==> src/rtl/config_pkg.sv <==
// config_pkg: shared definitions for the fabric configuration loader and
// for the tile-side address matchers that decode the config bus.
//   - FSM state enum (ST_CHECK exists only when CONFIG_LOADER_CHECKSUM_EN
//     is defined)
//   - default header tag and idle bus address
//   - header field positions and tile/module address field ranges
//   - small field-extraction helpers
package config_pkg;

    localparam int          WORD_W        = 32;
    localparam int          HOLD_W        = 4;
    localparam logic [7:0]  CFG_MAGIC     = 8'hC5;
    localparam logic [31:0] CFG_IDLE_ADDR = 32'hFFFF_FFFF;

    // Header word layout: tag in the top byte, write count in the low half.
    localparam int HDR_MAGIC_MSB = 31;
    localparam int HDR_MAGIC_LSB = 24;
    localparam int HDR_COUNT_MSB = 15;
    localparam int HDR_COUNT_LSB = 0;

    // Config bus address layout. The tile id 16'hFFFF is reserved so that
    // the idle address is never matched by any tile.
    localparam int          TILE_MSB      = 15;
    localparam int          TILE_LSB      = 0;
    localparam int          MODULE_MSB    = 31;
    localparam int          MODULE_LSB    = 16;
    localparam logic [15:0] TILE_RESERVED = 16'hFFFF;

    typedef enum logic [2:0] {
        ST_IDLE  = 3'd0,
        ST_ADDR  = 3'd1,
        ST_DATA  = 3'd2,
        ST_DRIVE = 3'd3,
        ST_GAP   = 3'd4,
`ifdef CONFIG_LOADER_CHECKSUM_EN
        ST_DONE  = 3'd5,
        ST_CHECK = 3'd6
`else
        ST_DONE  = 3'd5
`endif
    } state_t;

    function automatic logic [7:0] hdr_magic(input logic [31:0] w);
        return w[HDR_MAGIC_MSB:HDR_MAGIC_LSB];
    endfunction

    function automatic logic [15:0] hdr_count(input logic [31:0] w);
        return w[HDR_COUNT_MSB:HDR_COUNT_LSB];
    endfunction

    function automatic logic [15:0] tile_id(input logic [31:0] addr);
        return addr[TILE_MSB:TILE_LSB];
    endfunction

    function automatic logic [15:0] module_field(input logic [31:0] addr);
        return addr[MODULE_MSB:MODULE_LSB];
    endfunction

endpackage

==> src/rtl/config_loader_if.sv <==
// config_loader_if: input word stream plus the shared config bus.
//   in_valid/in_word : stream from host (host -> loader)
//   in_ready         : loader accepts in_word this cycle (loader -> host)
//   config_addr/data : config bus into the tile array (loader -> tiles)
// Handshake: a word transfers on every rising edge where in_valid and
// in_ready are both high; the host holds in_word stable while in_valid is
// high and in_ready is low, and in_ready never depends on in_valid.
// Modports: slave = loader side, master = host/observer side.
interface config_loader_if;
    import config_pkg::*;

    logic              in_valid;
    logic [WORD_W-1:0] in_word;
    logic              in_ready;
    logic [WORD_W-1:0] config_addr;
    logic [WORD_W-1:0] config_data;

    modport master (
        output in_valid, in_word,
        input  in_ready, config_addr, config_data
    );

    modport slave (
        input  in_valid, in_word,
        output in_ready, config_addr, config_data
    );

endinterface

==> src/rtl/config_hold_timer.sv <==
// config_hold_timer: 4-bit down-counter timing the DRIVE window.
//   clk, reset (async, active-low)
//   load/load_val : preload the count (window length minus one)
//   en            : count down while the window is open
//   expire        : count has reached zero (last cycle of the window)
module config_hold_timer
    import config_pkg::*;
(
    input  logic              clk,
    input  logic              reset,
    input  logic              load,
    input  logic [HOLD_W-1:0] load_val,
    input  logic              en,
    output logic              expire
);

    logic [HOLD_W-1:0] count_q;

    always_ff @(posedge clk or negedge reset) begin
        if (!reset) begin
            count_q <= '0;
        end else if (load) begin
            count_q <= load_val;
        end else if (en && (count_q != '0)) begin
            count_q <= count_q - 1'b1;
        end
    end

    assign expire = (count_q == '0);

endmodule

==> src/rtl/config_loader.sv <==
// config_loader: fabric configuration sequencer. Consumes framed records
// (header, then N x {addr, data}) from a valid/ready stream and replays each
// as a write on the shared config bus, held for HOLD_CYCLES (1..15) cycles
// and followed by one idle-address cycle.
//   clk, reset (async, active-low)
//   cfg       : stream input and config bus (config_loader_if.slave)
//   err_clr   : clears the sticky error flag (a same-cycle error wins)
//   busy      : frame in progress
//   done      : one-cycle pulse at frame end
//   err       : sticky error (bad header tag, or checksum mismatch)
//   writes    : writes issued in the current or last frame
//   state_dbg : current FSM state
// Optional feature macro CONFIG_LOADER_CHECKSUM_EN: each frame with N > 0
// carries a trailing word equal to the XOR of its header and all addr/data
// words, checked in the CHECK state.
module config_loader
    import config_pkg::*;
#(
    parameter int          HOLD_CYCLES = 2,
    parameter logic [31:0] IDLE_ADDR   = CFG_IDLE_ADDR,
    parameter logic [7:0]  MAGIC       = CFG_MAGIC
) (
    input  logic           clk,
    input  logic           reset,
    config_loader_if.slave cfg,
    input  logic           err_clr,
    output logic           busy,
    output logic           done,
    output logic           err,
    output logic [15:0]    writes,
    output state_t         state_dbg
);

    // The timer counts down to zero, so it is preloaded with one less than
    // the window length.
    localparam logic [HOLD_W-1:0] HOLD_LOAD = HOLD_W'(HOLD_CYCLES - 1);

    state_t      state_q, state_d;
    logic [15:0] count_q, count_d;
    logic [15:0] writes_q, writes_d;
    logic [31:0] addr_q, addr_d;
    logic [31:0] data_q, data_d;
    logic [31:0] bus_addr_q, bus_data_q;
    logic        busy_q, done_q, err_q, err_d;
    logic        set_err, ready;
    logic        timer_load, timer_en, timer_expire;
`ifdef CONFIG_LOADER_CHECKSUM_EN
    logic [31:0] csum_q, csum_d;
`endif

    config_hold_timer u_hold_timer (
        .clk      (clk),
        .reset    (reset),
        .load     (timer_load),
        .load_val (HOLD_LOAD),
        .en       (timer_en),
        .expire   (timer_expire)
    );

    assign timer_en = (state_q == ST_DRIVE);

    always_ff @(posedge clk or negedge reset) begin
        if (!reset) begin
            state_q <= ST_IDLE;
        end else begin
            state_q <= state_d;
        end
    end

    always_comb begin
        state_d    = state_q;
        count_d    = count_q;
        writes_d   = writes_q;
        addr_d     = addr_q;
        data_d     = data_q;
        set_err    = 1'b0;
        timer_load = 1'b0;
        ready      = 1'b0;
`ifdef CONFIG_LOADER_CHECKSUM_EN
        csum_d     = csum_q;
`endif
        case (state_q)
            ST_IDLE: begin
                ready = 1'b1;
                if (cfg.in_valid) begin
                    if (hdr_magic(cfg.in_word) == MAGIC) begin
                        count_d  = hdr_count(cfg.in_word);
                        writes_d = '0;
`ifdef CONFIG_LOADER_CHECKSUM_EN
                        csum_d   = cfg.in_word;
`endif
                        state_d  = (hdr_count(cfg.in_word) == 16'd0) ? ST_DONE : ST_ADDR;
                    end else begin
                        // Drop the word and keep hunting for a good header.
                        set_err = 1'b1;
                    end
                end
            end
            ST_ADDR: begin
                ready = 1'b1;
                if (cfg.in_valid) begin
                    addr_d  = cfg.in_word;
`ifdef CONFIG_LOADER_CHECKSUM_EN
                    csum_d  = csum_q ^ cfg.in_word;
`endif
                    state_d = ST_DATA;
                end
            end
            ST_DATA: begin
                ready = 1'b1;
                if (cfg.in_valid) begin
                    data_d     = cfg.in_word;
                    timer_load = 1'b1;
`ifdef CONFIG_LOADER_CHECKSUM_EN
                    csum_d     = csum_q ^ cfg.in_word;
`endif
                    state_d    = ST_DRIVE;
                end
            end
            ST_DRIVE: begin
                if (timer_expire) begin
                    writes_d = writes_q + 16'd1;
                    state_d  = ST_GAP;
                end
            end
            ST_GAP: begin
                if (writes_q == count_q) begin
`ifdef CONFIG_LOADER_CHECKSUM_EN
                    state_d = ST_CHECK;
`else
                    state_d = ST_DONE;
`endif
                end else begin
                    state_d = ST_ADDR;
                end
            end
`ifdef CONFIG_LOADER_CHECKSUM_EN
            ST_CHECK: begin
                ready = 1'b1;
                if (cfg.in_valid) begin
                    if (cfg.in_word != csum_q) begin
                        set_err = 1'b1;
                    end
                    state_d = ST_DONE;
                end
            end
`endif
            ST_DONE: begin
                state_d = ST_IDLE;
            end
            default: begin
                state_d = ST_IDLE;
            end
        endcase
    end

    // A new error in the same cycle as err_clr leaves the flag set.
    always_comb begin
        err_d = err_q;
        if (err_clr) begin
            err_d = 1'b0;
        end
        if (set_err) begin
            err_d = 1'b1;
        end
    end

    // Outputs are registered from the next state so the bus changes on the
    // same edge the FSM enters or leaves DRIVE.
    always_ff @(posedge clk or negedge reset) begin
        if (!reset) begin
            count_q    <= '0;
            writes_q   <= '0;
            addr_q     <= '0;
            data_q     <= '0;
            bus_addr_q <= IDLE_ADDR;
            bus_data_q <= '0;
            busy_q     <= 1'b0;
            done_q     <= 1'b0;
            err_q      <= 1'b0;
        end else begin
            count_q    <= count_d;
            writes_q   <= writes_d;
            addr_q     <= addr_d;
            data_q     <= data_d;
            bus_addr_q <= (state_d == ST_DRIVE) ? addr_d : IDLE_ADDR;
            bus_data_q <= (state_d == ST_DRIVE) ? data_d : 32'd0;
            busy_q     <= (state_d != ST_IDLE);
            done_q     <= (state_d == ST_DONE);
            err_q      <= err_d;
        end
    end

`ifdef CONFIG_LOADER_CHECKSUM_EN
    always_ff @(posedge clk or negedge reset) begin
        if (!reset) begin
            csum_q <= '0;
        end else begin
            csum_q <= csum_d;
        end
    end
`endif

    assign cfg.in_ready    = ready;
    assign cfg.config_addr = bus_addr_q;
    assign cfg.config_data = bus_data_q;
    assign busy            = busy_q;
    assign done            = done_q;
    assign err             = err_q;
    assign writes          = writes_q;
    assign state_dbg       = state_q;

endmodule

==> src/flat_wrapper.sv <==
// flat-port wrapper written by rule: the top's interface ports become plain ports
module config_loader_flat import config_pkg::*;
#(
    parameter int          HOLD_CYCLES = 2,
    parameter logic [31:0] IDLE_ADDR   = CFG_IDLE_ADDR,
    parameter logic [7:0]  MAGIC       = CFG_MAGIC
)
  (clk, reset, err_clr, busy, done, err, writes, state_dbg, cfg_in_valid, cfg_in_word, cfg_in_ready, cfg_config_addr, cfg_config_data);
  config_loader_if cfg_i ();
  input  logic clk;
  input  logic reset;
  input  logic err_clr;
  output logic busy;
  output logic done;
  output logic err;
  output logic [15:0] writes;
  output state_t state_dbg;
  input wire logic [$bits(cfg_i.in_valid)-1:0] cfg_in_valid;
  input wire logic [$bits(cfg_i.in_word)-1:0] cfg_in_word;
  output wire logic [$bits(cfg_i.in_ready)-1:0] cfg_in_ready;
  output wire logic [$bits(cfg_i.config_addr)-1:0] cfg_config_addr;
  output wire logic [$bits(cfg_i.config_data)-1:0] cfg_config_data;
  assign cfg_i.in_valid = cfg_in_valid;
  assign cfg_i.in_word = cfg_in_word;
  assign cfg_in_ready = cfg_i.in_ready;
  assign cfg_config_addr = cfg_i.config_addr;
  assign cfg_config_data = cfg_i.config_data;
  config_loader #(.HOLD_CYCLES(HOLD_CYCLES), .IDLE_ADDR(IDLE_ADDR), .MAGIC(MAGIC)) u_core (.clk(clk), .reset(reset), .cfg(cfg_i), .err_clr(err_clr), .busy(busy), .done(done), .err(err), .writes(writes), .state_dbg(state_dbg));
endmodule
==> config.mk <==
export PLATFORM = sky130hd
export DESIGN_NAME = config_loader_flat
export DESIGN_NICKNAME = d
export VERILOG_FILES = /design/src/rtl/config_pkg.sv /design/src/rtl/config_loader_if.sv /design/src/rtl/config_hold_timer.sv /design/src/rtl/config_loader.sv /design/src/flat_wrapper.sv
export SDC_FILE = /design/constraint.sdc
export NUM_CORES = 1
export LEC_CHECK = 0
export ABC_CLOCK_PERIOD_IN_PS = 3330
export CAP_MARGIN = 20
export CORE_UTILIZATION = 30
export DETAILED_ROUTE_END_ITERATION = 7
export GPL_ROUTABILITY_DRIVEN = 0
export PLACE_DENSITY_LB_ADDON = 0.12
export SLEW_MARGIN = 10
export SYNTH_ARGS = -nofsm -noshare
export SYNTH_HDL_FRONTEND = slang
export SYNTH_SLANG_ARGS = --single-unit
==> constraint.sdc <==
create_clock -name clk -period 3.33 [get_ports clk]
set_clock_uncertainty 0.05 [all_clocks]
set_input_delay 0.4995 -clock clk [delete_from_list [all_inputs] [get_ports clk]]
set_output_delay 0.4995 -clock clk [all_outputs]
set_load 0.03 [all_outputs]
* Word-level counts from Yosys, hierarchy flattened
Index checks and enable logic that the tools add are counted.
** Operators by class
- Mux-type cells :: 28
- $lt $le $gt $ge :: 0
- Add/sub/neg operators :: 2
- Multipliers :: 0
- Shift-type cells :: 0
- Equality and inequality tests :: 11
- Reductions and logical operators :: 12
- Divide/modulo/power cells :: 0
- Bitwise operators :: 0
** Operators by type and width (count)
- two-way mux 32 bit :: 6
- two-way mux 16 bit :: 3
- case mux 16 bit (2 select lines) :: 1
- two-way mux 3 bit :: 7
- adder 16 x 1 -> 16 bit, second input constant :: 1
- == test 16 bit :: 1
- logical NOT 16 bit :: 1
- case mux 3 bit (5 select lines) :: 1
- == test 3 x 2 -> 1 bit, second input constant :: 3
- == test 8 bit, second input constant :: 1
- two-way mux 1 bit :: 8
- two-way mux 4 bit :: 2
- == test 3 bit, second input constant :: 2
- nonzero test 2 bit :: 3
- logical NOT 4 bit :: 1
- inequality test 2 x 1 -> 1 bit, second input constant :: 2
- AND reduction 4 bit :: 1
- nonzero test 4 bit :: 1
- subtractor 4 x 1 -> 4 bit, second input constant :: 1
- == test 3 x 1 -> 1 bit, second input constant :: 1
- logical NOT 3 bit :: 1
- AND reduction 3 bit :: 1
- nonzero test 3 bit :: 1
- OR reduction 3 bit :: 1
- 2 further kinds :: 2
** Word-level totals
- Bits in latches :: 0
- Memories :: 0
- Flip-flop bits (word level) :: 170
- Logic and storage cells :: 64
- Memory bits (read-only) :: 0
- Output and inout bits :: 87
- Memory bits (writable) :: 0
- Input bits :: 36

* Depth between registers and ports, before layout
- Depth in word-level cells :: 7
- Mapped depth :: 8
- Mapped depth without buffers :: 7

* Cells and area by module
Synthesis repeated with hierarchy kept, for this count alone.
** Unflattened totals
- Cells, all modules :: 481
- Area, all modules :: 6722.7 um^2
** By module, submodules not included
- config_loader :: area an instance 6452.4 um^2, times used 1, cells an instance 454
- config_hold_timer :: area an instance 270.3 um^2, times used 1, cells an instance 27

* Least setup slack after synthesis
OpenSTA, ideal clock, no wires.
- Path type :: flip-flop to flip-flop
- Start point :: register u_core.u_hold_timer.count_q[0]
- End point :: register u_core.writes_q[11], in the netlist u_core.writes[11]
- Path slack :: 1.052 ns
- Setup time :: 0.119 ns
- Cell stages (with the launch flop) :: 9
- Arrival :: 2.109 ns
- Buffers on the path :: 1
- Path through :: dfrtp_1 > inv_1 > ha_1 > or3b_4 > o31ai_4 > nand4_4 > clkbuf_1 > o21a_1 > o21a_1
** Between the ends
- Word-level cells in the longest chain between the ends :: 3
** Ends and longest elaborated chain
- start, declared :: line config_hold_timer.sv:17 : logic [HOLD_W-1:0] count_q;
- start signal, assigned :: line config_hold_timer.sv:23 : count_q <= load_val;
- start signal, assigned :: line config_hold_timer.sv:25 : count_q <= count_q - 1'b1;
- logical NOT 4 bit :: line config_hold_timer.sv:29 : assign expire = (count_q == '0);
- inequality test 2 x 1 -> 1 bit (no line)
- AND reduction 4 bit (no line)
- end signal, assigned :: line config_loader.sv:183 : writes_q <= writes_d;
- end, declared :: line config_loader.sv:40 : logic [15:0] writes_q, writes_d;
No other way between the ends.
A chain may end at the register's enable or synchronous reset.

* Worst setup path after layout
- Start point :: register u_core.u_hold_timer.count_q[0]
- End point :: register u_core.writes_q[13], in the netlist u_core.writes[13]
Same word-level chain as after synthesis.

==> impl_metrics.xml <==
<?xml version="1.0" encoding="UTF-8"?>
<metrics>
  <group name="floorplanning">
    <metric name="die_height" unit="um">150.9</metric>
    <metric name="io-pin-count" unit="">123</metric>
    <metric name="initial_core_util" unit="%">30.56</metric>
    <metric name="core_area" unit="um^2">21760</metric>
    <metric name="fp.dieArea" unit="um^2">22760</metric>
    <metric name="die_w" unit="um">150.9</metric>
    <metric name="num_rows" unit="">54</metric>
  </group>
  <group name="route">
    <metric name="detail-route-antenna-nets" unit="">0</metric>
    <metric name="routed_wirelength" unit="um">15350</metric>
    <metric name="via_per_inst" unit="">4.529</metric>
    <metric name="dr.pass1.iters" unit="">4</metric>
    <metric name="drt_iter0_drc" unit="">163</metric>
    <metric name="wl_per_cell" unit="um">16.47</metric>
    <metric name="route.vias.total" unit="">4221</metric>
    <metric name="post-route-drc-count" unit="">0</metric>
  </group>
  <group name="timing">
    <metric name="slew_viol_final" unit="">0</metric>
    <metric name="timing.max_slew.rel_slack" unit="%">57.51</metric>
    <metric name="fin_tns_setup" unit="ps">0</metric>
    <metric name="number_of_setup_violations_in_the_final_report" unit="">0</metric>
    <metric name="rsz0062_at_grt" unit="">no</metric>
    <metric name="timing_worst_slew_pin_value" unit="ps">637.4</metric>
    <metric name="max_clock_freq" unit="MHz">378.6</metric>
    <metric name="final.min_clock_period" unit="ps">2641</metric>
    <metric name="hold_viol_final" unit="">4</metric>
    <metric name="fin_crit_sh" unit="%">79.31</metric>
    <metric name="hold_slack" unit="ps">-18.61</metric>
  </group>
  <group name="global_route">
    <metric name="global_route.usage.total" unit="%">14.55</metric>
    <metric name="vias_in_the_first_global_route" unit="">4331</metric>
    <metric name="grt_start_max_net_pins" unit="">72</metric>
    <metric name="grt_antenna_before_repair" unit="">0</metric>
    <metric name="globalRoute.totalOverflow" unit="">0</metric>
    <metric name="grt_first_pass_wirelength" unit="um">24500</metric>
  </group>
  <group name="hold_path">
    <metric name="min_delay_path_class" unit="">in -&gt; async</metric>
  </group>
  <group name="power">
    <metric name="p_per_area" unit="nW/um^2">955.6</metric>
    <metric name="p_total" unit="mW">8.415</metric>
    <metric name="power.static_leakage" unit="nW">3.806</metric>
    <metric name="worst_ir_drop_vdd" unit="mV">0.4134</metric>
  </group>
  <group name="clock_network">
    <metric name="cts_root_buf" unit="">sky130_fd_sc_hd__clkbuf_16</metric>
    <metric name="cts_htree_levels" unit="">4</metric>
    <metric name="worstSkewPairLatency" unit="ps">430</metric>
    <metric name="tritoncts_num_sinks" unit="">170</metric>
    <metric name="clk_pin_slew_worst_paths" unit="ps">70</metric>
    <metric name="cts.repair.resized" unit="">0</metric>
    <metric name="cts_post_setup_buffers_inserted" unit="">0</metric>
    <metric name="cts_tree" unit="">done</metric>
    <metric name="number_of_cts_inserted_buffers" unit="">17</metric>
    <metric name="hold_buffers" unit="">0</metric>
    <metric name="ctsLongestPathBuffers" unit="">2</metric>
  </group>
  <group name="finish">
    <metric name="final_layout_size_suffix_gt1_share" unit="%">22.39</metric>
    <metric name="area_growth_syn_to_layout" unit="%">32.47</metric>
    <metric name="n_antenna_cell" unit="">0</metric>
    <metric name="finish.net_count" unit="">677</metric>
    <metric name="final_core_util" unit="%">40.48</metric>
    <metric name="finalNonFillerCells" unit="">932</metric>
  </group>
  <group name="setup_path">
    <metric name="r2r_setup_slack" unit="ps">690</metric>
    <metric name="crit_path_end_kind" unit="">register</metric>
    <metric name="worst-endpoint-arrival" unit="ps">2950</metric>
    <metric name="critical_path_class" unit="">reg -&gt; reg</metric>
    <metric name="path_max_fanout" unit="">16</metric>
    <metric name="worstRegToRegCells" unit="">7</metric>
    <metric name="r2r_end" unit="">u_core.writes[13]$_DFFE_PN0P_</metric>
    <metric name="reg2reg_from" unit="">u_core.u_hold_timer.count_q[0]$_DFFE_PN0P_</metric>
    <metric name="worst-endpoint-required" unit="ps">3640</metric>
    <metric name="worst_setup_path_start_kind" unit="">register</metric>
  </group>
  <group name="yosys">
    <metric name="post_synth_num_cell_types" unit="">41</metric>
    <metric name="post_synth_instance_area" unit="um^2">6648</metric>
    <metric name="synth-seq-cells" unit="">170</metric>
    <metric name="syn-mean-instance-area" unit="um^2">12.96</metric>
    <metric name="postSynthCellCount" unit="">513</metric>
    <metric name="syn-num-nets" unit="">551</metric>
    <metric name="synth_sequential_area_ratio" unit="%">64.60</metric>
    <metric name="yosysWarnings" unit="">0</metric>
  </group>
  <group name="placed_design">
    <metric name="dpl.cell_count" unit="">900</metric>
    <metric name="io_buffer_count" unit="">122</metric>
    <metric name="dp.final_hpwl" unit="um">10250</metric>
  </group>
  <group name="run_status">
    <metric name="violated_checks" unit="">hold timing</metric>
    <metric name="status" unit="">finished, violations left</metric>
  </group>
  <group name="job">
    <metric name="cap_viol_max_count" unit="">0</metric>
  </group>
</metrics>
==> worst max-delay path: stages, from the launching register on <==
cell,delay [ps]
sky130_fd_sc_hd__dfrtp_1,390
sky130_fd_sc_hd__inv_1,80
sky130_fd_sc_hd__ha_1,190
sky130_fd_sc_hd__or3b_4,420
sky130_fd_sc_hd__o31ai_4,460
sky130_fd_sc_hd__nand4_4,300
sky130_fd_sc_hd__or4_1,530
sky130_fd_sc_hd__a21oi_1,150
==> cell usage in the layout, fill, tap and decap left out, types with 3 or more instances in the layout <==
cell type,count
sky130_fd_sc_hd__a21oi_1,7
sky130_fd_sc_hd__and2_1,32
sky130_fd_sc_hd__and3_1,5
sky130_fd_sc_hd__and4bb_2,3
sky130_fd_sc_hd__buf_4,6
sky130_fd_sc_hd__clkbuf_16,17
sky130_fd_sc_hd__clkdlybuf4s50_1,121
sky130_fd_sc_hd__clkinv_2,4
sky130_fd_sc_hd__dfrtp_1,138
sky130_fd_sc_hd__dfstp_2,32
sky130_fd_sc_hd__inv_1,5
sky130_fd_sc_hd__inv_6,5
sky130_fd_sc_hd__mux2_2,64
sky130_fd_sc_hd__nand2_1,60
sky130_fd_sc_hd__nand2b_1,36
sky130_fd_sc_hd__nand3_1,5
sky130_fd_sc_hd__nand4_1,8
sky130_fd_sc_hd__nor2_1,16
sky130_fd_sc_hd__nor3_1,8
sky130_fd_sc_hd__nor4_1,7
sky130_fd_sc_hd__o21a_1,8
sky130_fd_sc_hd__o21ai_0,3
sky130_fd_sc_hd__or4_1,3
sky130_fd_sc_hd__xnor2_1,12
sky130_fd_sc_hd__xor2_1,12
==> per-stage QoR <==
step           worst slack (ps)  area [um^2]
6_report                  689.0         8806
5_1_grt                   517.3         8806
4_1_cts                   690.3         8806
3_5_place_dp              506.1         8224
3_3_place_gp              574.9         8224
2_1_floorplan              1052         6648
==> logic make-up (layout without fill, tap and decap cells) <==
kind of cell | after synthesis | after routing | synth area share (%)
compound gates | 29 | 29 | 3.219
xor+xnor | 24 | 24 | 3.162
fa+ha+maj | 2 | 2 | 0.3764
buf+inv | 28 | 167 | 1.656
flops | 170 | 170 | 64.60
mux | 64 | 64 | 10.84
simple gates | 196 | 196 | 16.15
==> area by class of cell <==
| class | count | area (um^2) |
|---|---|---|
| fillers | 2124 | 12950 |
| flip-flops and latches | 170 | 4294 |
| multi-input cells | 315 | 2253 |
| repair buffers | 130 | 1308 |
| clock buffers | 19 | 442.9 |
| well taps | 280 | 350.3 |
| clock inverters | 13 | 138.9 |
| inverters | 5 | 18.77 |
==> per-layer routing <==
layer / vias to the layer above / global-route usage (%) / share of wire, %
li1: 1982 / - / -
met1: 2126 / 20.36 / 49
met2: 88 / 21.47 / 46
met3: 25 / 3.253 / 3.8
met4: 0 / 6.400 / 2.0
met5: - / 0 / 0
==> registers in the layout, summed over array words and instances, names as in the netlist, 3 cells and up <==
register and flops:
u_core.count_q 16, u_core.cfg.config_addr 32, u_core.cfg.config_data 32, u_core.writes 16, u_core.addr_q 32, u_core.data_q 32, u_core.u_hold_timer.count_q 4, u_core.state_dbg 3
==> worst max path at each step <==
stage | start | endpoint | slack (ps) | depth (start not counted)
6_report | u_core.u_hold_timer.count_q[0]$_DFFE_PN0P_ | u_core.writes[13]$_DFFE_PN0P_ | 690 | 7
3_3_place_gp | cfg_in_valid | u_core.writes[14]$_DFFE_PN0P_ | 570 | 6
4_1_cts | u_core.u_hold_timer.count_q[0]$_DFFE_PN0P_ | u_core.writes[13]$_DFFE_PN0P_ | 690 | 7
3_5_place_dp | cfg_in_valid | u_core.writes[13]$_DFFE_PN0P_ | 510 | 6
2_1_floorplan | u_core.u_hold_timer.count_q[0]$_DFFE_PN0P_ | u_core.writes[11]$_DFFE_PN0P_ | 1050 | 8
5_1_grt | u_core.u_hold_timer.count_q[0]$_DFFE_PN0P_ | u_core.writes[13]$_DFFE_PN0P_ | 520 | 7
==> power by group <==
part / switching (mW) / internal, mW / leakage, nW / total, mW
Sequential: 0.312 / 2.99 / 2.10 / 3.30
Combinational: 1.72 / 1.43 / 1.42 / 3.15
Clock: 0.835 / 1.13 / 0.285 / 1.97
==> cells in the mapped netlist <==
| cell type | n | area share, % |
|---|---|---|
| sky130_fd_sc_hd__a2111o_1 | 1 | 0.17 |
| sky130_fd_sc_hd__a21o_1 | 1 | 0.11 |
| sky130_fd_sc_hd__a21oi_1 | 7 | 0.53 |
| sky130_fd_sc_hd__a22o_1 | 1 | 0.13 |
| sky130_fd_sc_hd__a31oi_1 | 1 | 0.094 |
| sky130_fd_sc_hd__and2_1 | 32 | 3.0 |
| sky130_fd_sc_hd__and3_1 | 5 | 0.47 |
| sky130_fd_sc_hd__and4_1 | 2 | 0.26 |
| sky130_fd_sc_hd__and4bb_2 | 3 | 0.56 |
| sky130_fd_sc_hd__buf_1 | 2 | 0.11 |
| sky130_fd_sc_hd__buf_2 | 4 | 0.30 |
| sky130_fd_sc_hd__clkbuf_1 | 17 | 0.96 |
| sky130_fd_sc_hd__dfrtp_1 | 138 | 52 |
| sky130_fd_sc_hd__dfstp_2 | 32 | 13 |
| sky130_fd_sc_hd__ha_1 | 2 | 0.38 |
| sky130_fd_sc_hd__inv_1 | 5 | 0.28 |
| sky130_fd_sc_hd__mux2_2 | 64 | 11 |
| sky130_fd_sc_hd__nand2_1 | 61 | 3.4 |
| sky130_fd_sc_hd__nand2b_1 | 36 | 3.4 |
| sky130_fd_sc_hd__nand3_1 | 5 | 0.38 |
| sky130_fd_sc_hd__nand3b_1 | 2 | 0.23 |
| sky130_fd_sc_hd__nand4_1 | 8 | 0.75 |
| sky130_fd_sc_hd__nand4_4 | 1 | 0.32 |
| sky130_fd_sc_hd__nor2_1 | 17 | 0.96 |
| sky130_fd_sc_hd__nor3_1 | 8 | 0.60 |
| sky130_fd_sc_hd__nor3b_1 | 1 | 0.11 |
| sky130_fd_sc_hd__nor4_1 | 7 | 0.66 |
| sky130_fd_sc_hd__o21a_1 | 8 | 0.90 |
| sky130_fd_sc_hd__o21ai_0 | 3 | 0.23 |
| sky130_fd_sc_hd__o21bai_1 | 1 | 0.11 |
| sky130_fd_sc_hd__o311ai_0 | 1 | 0.13 |
| sky130_fd_sc_hd__o31a_1 | 2 | 0.26 |
| sky130_fd_sc_hd__o31ai_1 | 2 | 0.23 |
| sky130_fd_sc_hd__o31ai_4 | 1 | 0.32 |
| sky130_fd_sc_hd__or2_2 | 1 | 0.094 |
| sky130_fd_sc_hd__or3_1 | 2 | 0.19 |
| sky130_fd_sc_hd__or3b_4 | 1 | 0.17 |
| sky130_fd_sc_hd__or4_1 | 3 | 0.34 |
| sky130_fd_sc_hd__or4b_4 | 1 | 0.21 |
| sky130_fd_sc_hd__xnor2_1 | 12 | 1.6 |
| sky130_fd_sc_hd__xor2_1 | 12 | 1.6 |
No activity file was read; power rests on OpenSTA's default activity.
